==> src/rtl/prbs_wide_gen.sv <==
// Parallel PRBS-PN generator: each enabled cycle emits WIDTH consecutive sequence
// bits (bit 0 earliest) and their registered bitwise complement.
module prbs_wide_gen #(
  parameter int PN    = 7,
  parameter int WIDTH = 128
) (
  input  logic             i_clk,
  input  logic             i_s_rst_n,
  input  logic             i_en,
  output logic [WIDTH-1:0] o_prbs,
  output logic [WIDTH-1:0] o_prbs_n
);

  // Second feedback tap for each supported order; the first tap is always PN.
  function automatic int tap_b(input int pn);
    case (pn)
      7:       return 6;
      9:       return 5;
      11:      return 9;
      15:      return 14;
      20:      return 3;
      23:      return 18;
      31:      return 28;
      default: return 1;
    endcase
  endfunction

  localparam int TAP_A = PN;
  localparam int TAP_B = tap_b(PN);

  if (!(PN == 7 || PN == 9 || PN == 11 || PN == 15 ||
        PN == 20 || PN == 23 || PN == 31)) begin : g_bad_pn
    $error("prbs_wide_gen: unsupported PN order %0d", PN);
  end

  if (WIDTH < 1) begin : g_bad_width
    $error("prbs_wide_gen: WIDTH must be at least 1, got %0d", WIDTH);
  end

  logic [PN-1:0]    s_q, s_d;
  logic [WIDTH-1:0] prbs_q, prbs_d;
  logic [WIDTH-1:0] prbs_n_q;

  // NOTE: blocking assignments inside this loop are intentional: each unrolled
  // step must see the state produced by the previous step in the same cycle.
  always_comb begin
    s_d    = s_q;
    prbs_d = '0;
    for (int i = 0; i < WIDTH; i++) begin
      prbs_d[i] = s_d[TAP_A-1] ^ s_d[TAP_B-1];
      s_d       = {s_d[PN-2:0], prbs_d[i]};
    end
  end

  // The complement is registered from the same next value so both outputs stay
  // exactly complementary; both read 0 in reset as a "no data" marker.
  always_ff @(posedge i_clk or negedge i_s_rst_n) begin
    if (!i_s_rst_n) begin
      s_q      <= '1;
      prbs_q   <= '0;
      prbs_n_q <= '0;
    end else if (i_en) begin
      s_q      <= s_d;
      prbs_q   <= prbs_d;
      prbs_n_q <= ~prbs_d;
    end
  end

  assign o_prbs   = prbs_q;
  assign o_prbs_n = prbs_n_q;

endmodule

==> config.mk <==
export PLATFORM = sky130hd
export DESIGN_NAME = prbs_wide_gen
export DESIGN_NICKNAME = d
export VERILOG_FILES = /design/src/rtl/prbs_wide_gen.sv
export SDC_FILE = /design/constraint.sdc
export NUM_CORES = 1
export LEC_CHECK = 0
export BUFFER_PORTS_ARGS = -buffer_cell sky130_fd_sc_hd__buf_2
export CAP_MARGIN = 20
export CORE_AREA = 2 2 150 152
export DETAILED_ROUTE_END_ITERATION = 7
export DIE_AREA = 0 0 152 154
export PLACE_DENSITY = 0.74
export SLEW_MARGIN = 20
export SYNTH_ARGS = -nofsm -noshare
export SYNTH_HDL_FRONTEND = slang
export SYNTH_SLANG_ARGS = --single-unit
export TNS_END_PERCENT = 100
==> constraint.sdc <==
create_clock -name i_clk -period 4.6 [get_ports i_clk]
set_input_delay 0.23 -clock i_clk [delete_from_list [all_inputs] [get_ports i_clk]]
set_output_delay 0.23 -clock i_clk [all_outputs]
set_load 0.005 [all_outputs]
==> results of run 1 <==
## cell type report
type	count	area share, %
sequential	263	50.0
multi-input combinational	511	27.2
timing repair buffer	264	10.5
clock buffer	32	5.42
inverter	104	2.96
tap	280	2.66
clock inverter	17	1.33
## metal layers
layer	share of wire [%]	global-route usage (%)	wire length, um	up-vias
li1	-	-	-	3469
met1	45	34.7	12700	3725
met2	47	37.1	13200	261
met3	6.8	5.10	1920	38
met4	1.8	5.83	517	0
met5	0	0	0	-
## power by group
| group | internal (mW) | switching [mW] |
|---|---|---|
| registers | 3.34 | 0.676 |
| logic | 1.85 | 2.07 |
| clock network | 1.28 | 0.899 |
## cells in the final DEF, fill, tap and decap left out, drive strengths merged, types with 3 or more instances in the layout
master / n
buf: 263
dfrtp: 256
inv: 105
o21ai: 104
xnor2: 98
o21a: 92
nand2: 88
mux2: 36
nor2: 32
clkbuf: 32
a21oi: 29
xor2: 13
clkinv: 10
or2: 7
dfstp: 7
xnor3: 7
bufinv: 3
clkinvlp: 3
## kinds of logic (layout without fill, tap and decap cells)
group	count (synthesis)	count (layout)	share of synthesized area, %
DFF	263	263	61.2
AOI/OAI and AO/OA	226	226	12.7
buffers and inverters	164	417	6.10
and+or+nand+nor	129	129	4.71
xor gates and xnor gates	119	119	11.5
muxes	37	37	3.86
## sequential cells by signal (all words and copies together), names as in the netlist
name      cells
o_prbs      128
o_prbs_n    128
s_q           7
## worst max path at each step
stage / to / slack [ps] / depth (start not counted)
after global placement: o_prbs[75] / 2170 / 4
after global routing: o_prbs[75] / 2030 / 4
after floorplan: o_prbs[114] / 2720 / 6
after detailed placement: o_prbs_n[74] / 2110 / 4
final: o_prbs[41] / 2170 / 4
after CTS: o_prbs_n[74] / 2110 / 4
## cells in the mapped netlist
master      n
a21o_1      1
a21oi_1    29
and2_1      1
buf_1      10
buf_2      12
buf_4       3
buf_6       2
clkbuf_1   33
dfrtp_1   256
dfstp_2     7
inv_1     104
mux2_2     36
mux2i_1     1
nand2_1    88
nand2b_1    1
nor2_1     32
o21a_1     92
o21ai_0   104
or2_2       7
xnor2_1    90
xnor2_2     6
xnor2_4     2
xnor3_1     6
xnor3_2     1
xor2_1     13
xor3_1      1
## worst max-delay path, cell delays in order (launching register included)
cell and delay, ps:
dfstp_2 1010, xnor3_2 580, xor2_1 210, xnor2_1 200
mux2_2 290
## per-stage QoR
| stage | util [%] | std cells | power, mW |
|---|---|---|---|
| 2_1_floorplan | - | 938 | 6.07 |
| 3_3_place_gp | 56.5 | 1421 | 7.85 |
| 3_5_place_dp | 56.6 | 1421 | 7.96 |
| 4_1_cts | 60.7 | 1471 | 10.2 |
| 5_1_grt | 60.8 | 1471 | 10.7 |
| 6_report | 60.8 | 1471 | 10.1 |
==> flow_metrics.env, run 1 <==
export IMPL_timing_hold_violations_final=0
export IMPL_max_slew_margin_rel_pct=27.0
export IMPL_grt_pass1_wl_um=44100
export IMPL_worst_r2r_path_depth=4
export IMPL_reg2reg_slack_ps=2170
export IMPL_number_of_nets_with_antenna_violations_after_routing=0
export IMPL_post_route_cells_drive_above_1_share_pct=31.2
export IMPL_timing_critical_path_required_ps=5000
export IMPL_die_y_um=154
export IMPL_grt_ovfl_total=0
export IMPL_stdcell_area_sq_mm=0.0132
export IMPL_width_of_the_die_um=152
export IMPL_report_final_slew_viol_count=0
export IMPL_finalWorstSetupSlack_ps=2170
export IMPL_setup_total_negative_slack_ps=0
export IMPL_routabilityCongestion=0.815
export IMPL_pd_cells_mw_per_mm2=767
export IMPL_synthDistinctLibCells=26
export IMPL_yosysTopAreaCell="dfrtp_1"
export IMPL_fin_skew_ps=8.39
export IMPL_drc_errors=0
export IMPL_drtIter0Drc=487
export IMPL_worst_slew_pin_transition_ps=1090
export IMPL_setup_worst_path_end_class="flop"
export IMPL_p_leak_nw=6.18
export IMPL_clock_sink_count=263
export IMPL_outcome="finished, final reports clean"
export IMPL_hpwl_um=19600
export IMPL_fillers=1774
export IMPL_clock_latency_ps=520
export IMPL_syn_inst=938
export IMPL_die_area_sq_mm=0.0234
export IMPL_cts_tree="built"
export IMPL_floorplan_core_area_sq_mm=0.0217
export IMPL_detailroute_via_count=7493
export IMPL_synth_net_count=941
export IMPL_area_growth_synth_to_final_pct=22.4
export IMPL_cts_root_buffer="clkbuf_16"
export IMPL_ir_drop_mv=0.375
export IMPL_finalCritPeriodShare_pct=52.8
export IMPL_io_buffers=258
export IMPL_grt_setup_unrepaired="false"
export IMPL_clock_transition_at_the_register_clock_pins_on_the_worst_setup_and_hold_paths_after_cts_ps=70
export IMPL_worst_endpoint_arrival_ps=2830
export IMPL_setup_worst_path_start_class="flop"
export IMPL_synth_seq_area_share_pct=61.2
export IMPL_ys_ff_latch=263
export IMPL_syn_area_per_cell_sq_um=11.5
export IMPL_drt_pre_antenna_iters=5
export IMPL_place_area_sq_mm=0.0123
export IMPL_grt_antenna_before_repair=0
export IMPL_critical_path_peak_fanout=21
export IMPL_setup_worst_path_class="flop to flop"
export IMPL_netlist_area_before_placement_sq_mm=0.0108
export IMPL_n_antenna_cell=0
export IMPL_r2r_start="s_q[1]"
export IMPL_initial_core_util_pct=49.7
export IMPL_synth_top_area_share_pct=59.5
export IMPL_nets=1174
export IMPL_number_of_global_route_vias_before_repair=7513
export IMPL_max_freq_mhz=412
export IMPL_cts_hold_buffers_added=1
export IMPL_drt_wirelength_per_cell_um=19.2
export IMPL_cts_repair_timing_setup_buffer_count=0
export IMPL_seq_cell_area_sq_mm=0.00659
export IMPL_setup_violations=0
export IMPL_cap_viol_max_count=0
export IMPL_viasPerCell=5.09
export IMPL_timing_hold_worst_class="input pin to asynchronous set/reset pin"
export IMPL_cts_max_path_buffers=3
export IMPL_track_usage_pct=23.9
export IMPL_detailedPlace_worstSlack_ps=2110
export IMPL_timing_final_crit_period_ps=2430
export IMPL_yosysWarnings=0
export IMPL_design_portCount=259
export IMPL_multi_input_comb_area_sq_mm=0.00358
export IMPL_detail_route_wirelength_um=28300
export IMPL_cts_inserted_buffers=27
export IMPL_synth_area_leaders="dfrtp_1, xnor2_1, o21a_1"
export IMPL_final_hold_worst_slack_ps=287
export IMPL_timing_rr_end="o_prbs[41]"
export IMPL_h_tree_depth=1
export IMPL_crit_start="s_q[1]"
export IMPL_postCtsResizedCells=0
export IMPL_grt_max_degree=174
export IMPL_floorplan_rows=54
No activity file was read; power rests on OpenSTA's default activity.
==> run 2, diff against run 1 <==
==> constraint.sdc (replaced) <==
create_clock -name i_clk -period 2.3 [get_ports i_clk]
set_input_delay 0.115 -clock i_clk [delete_from_list [all_inputs] [get_ports i_clk]]
set_output_delay 0.115 -clock i_clk [all_outputs]
set_load 0.005 [all_outputs]
==> run 2 against run 1 <==
Non-clock buffer count rose by 28; register-to-register slack got worse by 2000 ps; worst setup slack got worse by 2000 ps; clock power rose by 110%; die area unchanged; maximum frequency increased by 16%; first-iteration DRC count shrank 29%; count of clock-buffer cells in the layout grew 6.
==> flow_metrics.env, run 2 (synthesized netlist as in run 1, its figures left out) <==
export IMPL_report_final_slew_viol_count=0
export IMPL_postCtsResizedCells=0
export IMPL_cts_max_path_buffers=3
export IMPL_crit_start="s_q[6]"
export IMPL_h_tree_depth=1
export IMPL_critical_path_peak_fanout=12
export IMPL_fin_skew_ps=10.3
export IMPL_setup_total_negative_slack_ps=0
export IMPL_critical_path_most_common_cell="xnor2_1"
export IMPL_number_of_global_route_vias_before_repair=7769
export IMPL_crit_slowest_cell="xnor2_1"
export IMPL_most_common_layout_cells="dfrtp_1, buf_2, inv_1, o21ai_0, o21a_1"
export IMPL_grt_antenna_before_repair=0
export IMPL_nets=1202
export IMPL_design_portCount=259
export IMPL_outcome="finished, final reports clean"
export IMPL_worst_r2r_path_depth=3
export IMPL_finalCritPeriodShare_pct=91.1
export IMPL_worstPathCellList="xnor2_1, xnor2_1, mux2_2"
export IMPL_width_of_the_die_um=152
export IMPL_clock_sink_count=263
export IMPL_cp_slowest_stage_delay_ps=980
export IMPL_worstSetupEndpoint="o_prbs_n[77]"
export IMPL_clock_latency_ps=520
export IMPL_r2r_start="s_q[6]"
export IMPL_worstPathBufferInverterCount=0
export IMPL_io_buffers=258
export IMPL_drc_errors=0
export IMPL_worst_endpoint_arrival_ps=2500
export IMPL_post_route_cells_drive_above_1_share_pct=32.6
export IMPL_timing_critical_path_max_delay_family="XOR/XNOR gates"
export IMPL_reg2reg_slack_ps=200
export IMPL_detailroute_via_count=7680
export IMPL_track_usage_pct=24.7
export IMPL_timing_hold_worst_class="input pin to flop"
export IMPL_timing_final_crit_period_ps=2100
export IMPL_timing_critical_path_required_ps=2700
export IMPL_floorplan_core_area_sq_mm=0.0217
export IMPL_setup_violations=0
export IMPL_grt_setup_unrepaired="false"
export IMPL_cp_num_cells=3
export IMPL_n_antenna_cell=0
export IMPL_max_slew_margin_rel_pct=20.3
export IMPL_cap_viol_max_count=0
export IMPL_detail_route_wirelength_um=28900
export IMPL_initial_core_util_pct=49.7
export IMPL_ir_drop_mv=0.749
export IMPL_die_area_sq_mm=0.0234
export IMPL_drt_wirelength_per_cell_um=19.3
export IMPL_grt_max_degree=145
export IMPL_hpwl_um=20500
export IMPL_pd_cells_mw_per_mm2=1530
export IMPL_number_of_nets_with_antenna_violations_after_routing=0
export IMPL_timing_hold_violations_final=0
export IMPL_floorplan_rows=54
export IMPL_p_leak_nw=6.34
export IMPL_area_growth_synth_to_final_pct=25.0
export IMPL_timing_rr_end="o_prbs_n[77]"
export IMPL_detailedPlace_worstSlack_ps=232
export IMPL_hp_start="i_en"
export IMPL_setup_worst_path_start_class="flop"
export IMPL_die_y_um=154
export IMPL_cts_root_buffer="clkbuf_16"
export IMPL_drtIter0Drc=347
export IMPL_cts_tree="built"
export IMPL_viasPerCell=5.12
export IMPL_cts_inserted_buffers=27
export IMPL_finalWorstSetupSlack_ps=204
export IMPL_post_route_util_pct=62.1
export IMPL_setup_worst_path_end_class="flop"
export IMPL_drt_pre_antenna_iters=4
export IMPL_grt_ovfl_total=0
export IMPL_max_freq_mhz=477
export IMPL_setup_worst_path_class="flop to flop"
export IMPL_grt_pass1_wl_um=45600
export IMPL_clock_transition_at_the_register_clock_pins_on_the_worst_setup_and_hold_paths_after_cts_ps=70
export IMPL_worst_slew_pin_transition_ps=1190
export IMPL_routabilityCongestion=0.835
[run 2: changes by cell type in the layout (fill, tap and decap cells not counted)]
cell        delta
clkbuf_8       +4
xnor2_4        -2
buf_12         +5
clkinv_4       -1
xnor2_2        +2
buf_4         +23
clkinv_2       -4
clkbuf_1       +2
clkinvlp_4     -1
[run 2: power by group]
| group | switching [mW] | total (mW) | internal, mW |
|---|---|---|---|
| clock network | 1.79 | 4.48 | 2.69 |
| logic | 4.23 | 8.11 | 3.88 |
| registers | 1.27 | 7.96 | 6.69 |
[run 2: metrics by stage]
| step | hold slack [ps] | area, sq um | power, mW | std cells |
|---|---|---|---|---|
| finish | 121 | 13500 | 20.5 | 1499 |
| global route | 151 | 13500 | 21.8 | 1499 |
| CTS | 127 | 13500 | 20.7 | 1499 |
| detailed placement | 183 | 12500 | 16.1 | 1449 |
| global placement | 177 | 12500 | 15.9 | 1449 |
| floorplan | -181 | 10800 | 12.1 | 938 |
[run 2: worst min-delay path by stage]
| stage | endpoint | slack [ps] | cells past startpoint |
|---|---|---|---|
| after floorplan | o_prbs[0] | -180 | 0 |
| after CTS | o_prbs_n[30] | 130 | 3 |
| after global routing | o_prbs[1] | 150 | 3 |
| final | o_prbs_n[38] | 120 | 3 |
| after detailed placement | o_prbs_n[69] | 180 | 1 |
| after global placement | o_prbs_n[69] | 180 | 1 |
[run 2: layer usage]
layer	share of wire (%)	track usage (%)	wire [um]
met5	0	0	0
met2	45	37.4	13100
met4	2.9	7.61	847
met3	7.2	5.30	2090
met1	45	36.0	12900
[run 2: what timing repair did]
| item | 4_1_cts | 5_1_grt |
|---|---|---|
| hold buffers | 1 | 0 |
| buffers inserted | 0 | 0 |
| hold endpoints to repair | 77 | 0 |
[run 2: tightest hold or removal path, stage by stage]
cell and delay, ps:
buf_8 120, buf_12 180, o21ai_0 170
[run 2: cell type report]
type,instances,area (sq um)
clock buffer,38,777
sequential,263,6590
timing repair buffer,292,1660
fill,1763,8230
inverter,104,390
clock inverter,11,139
multi-input combinational,511,3560
tap,280,350
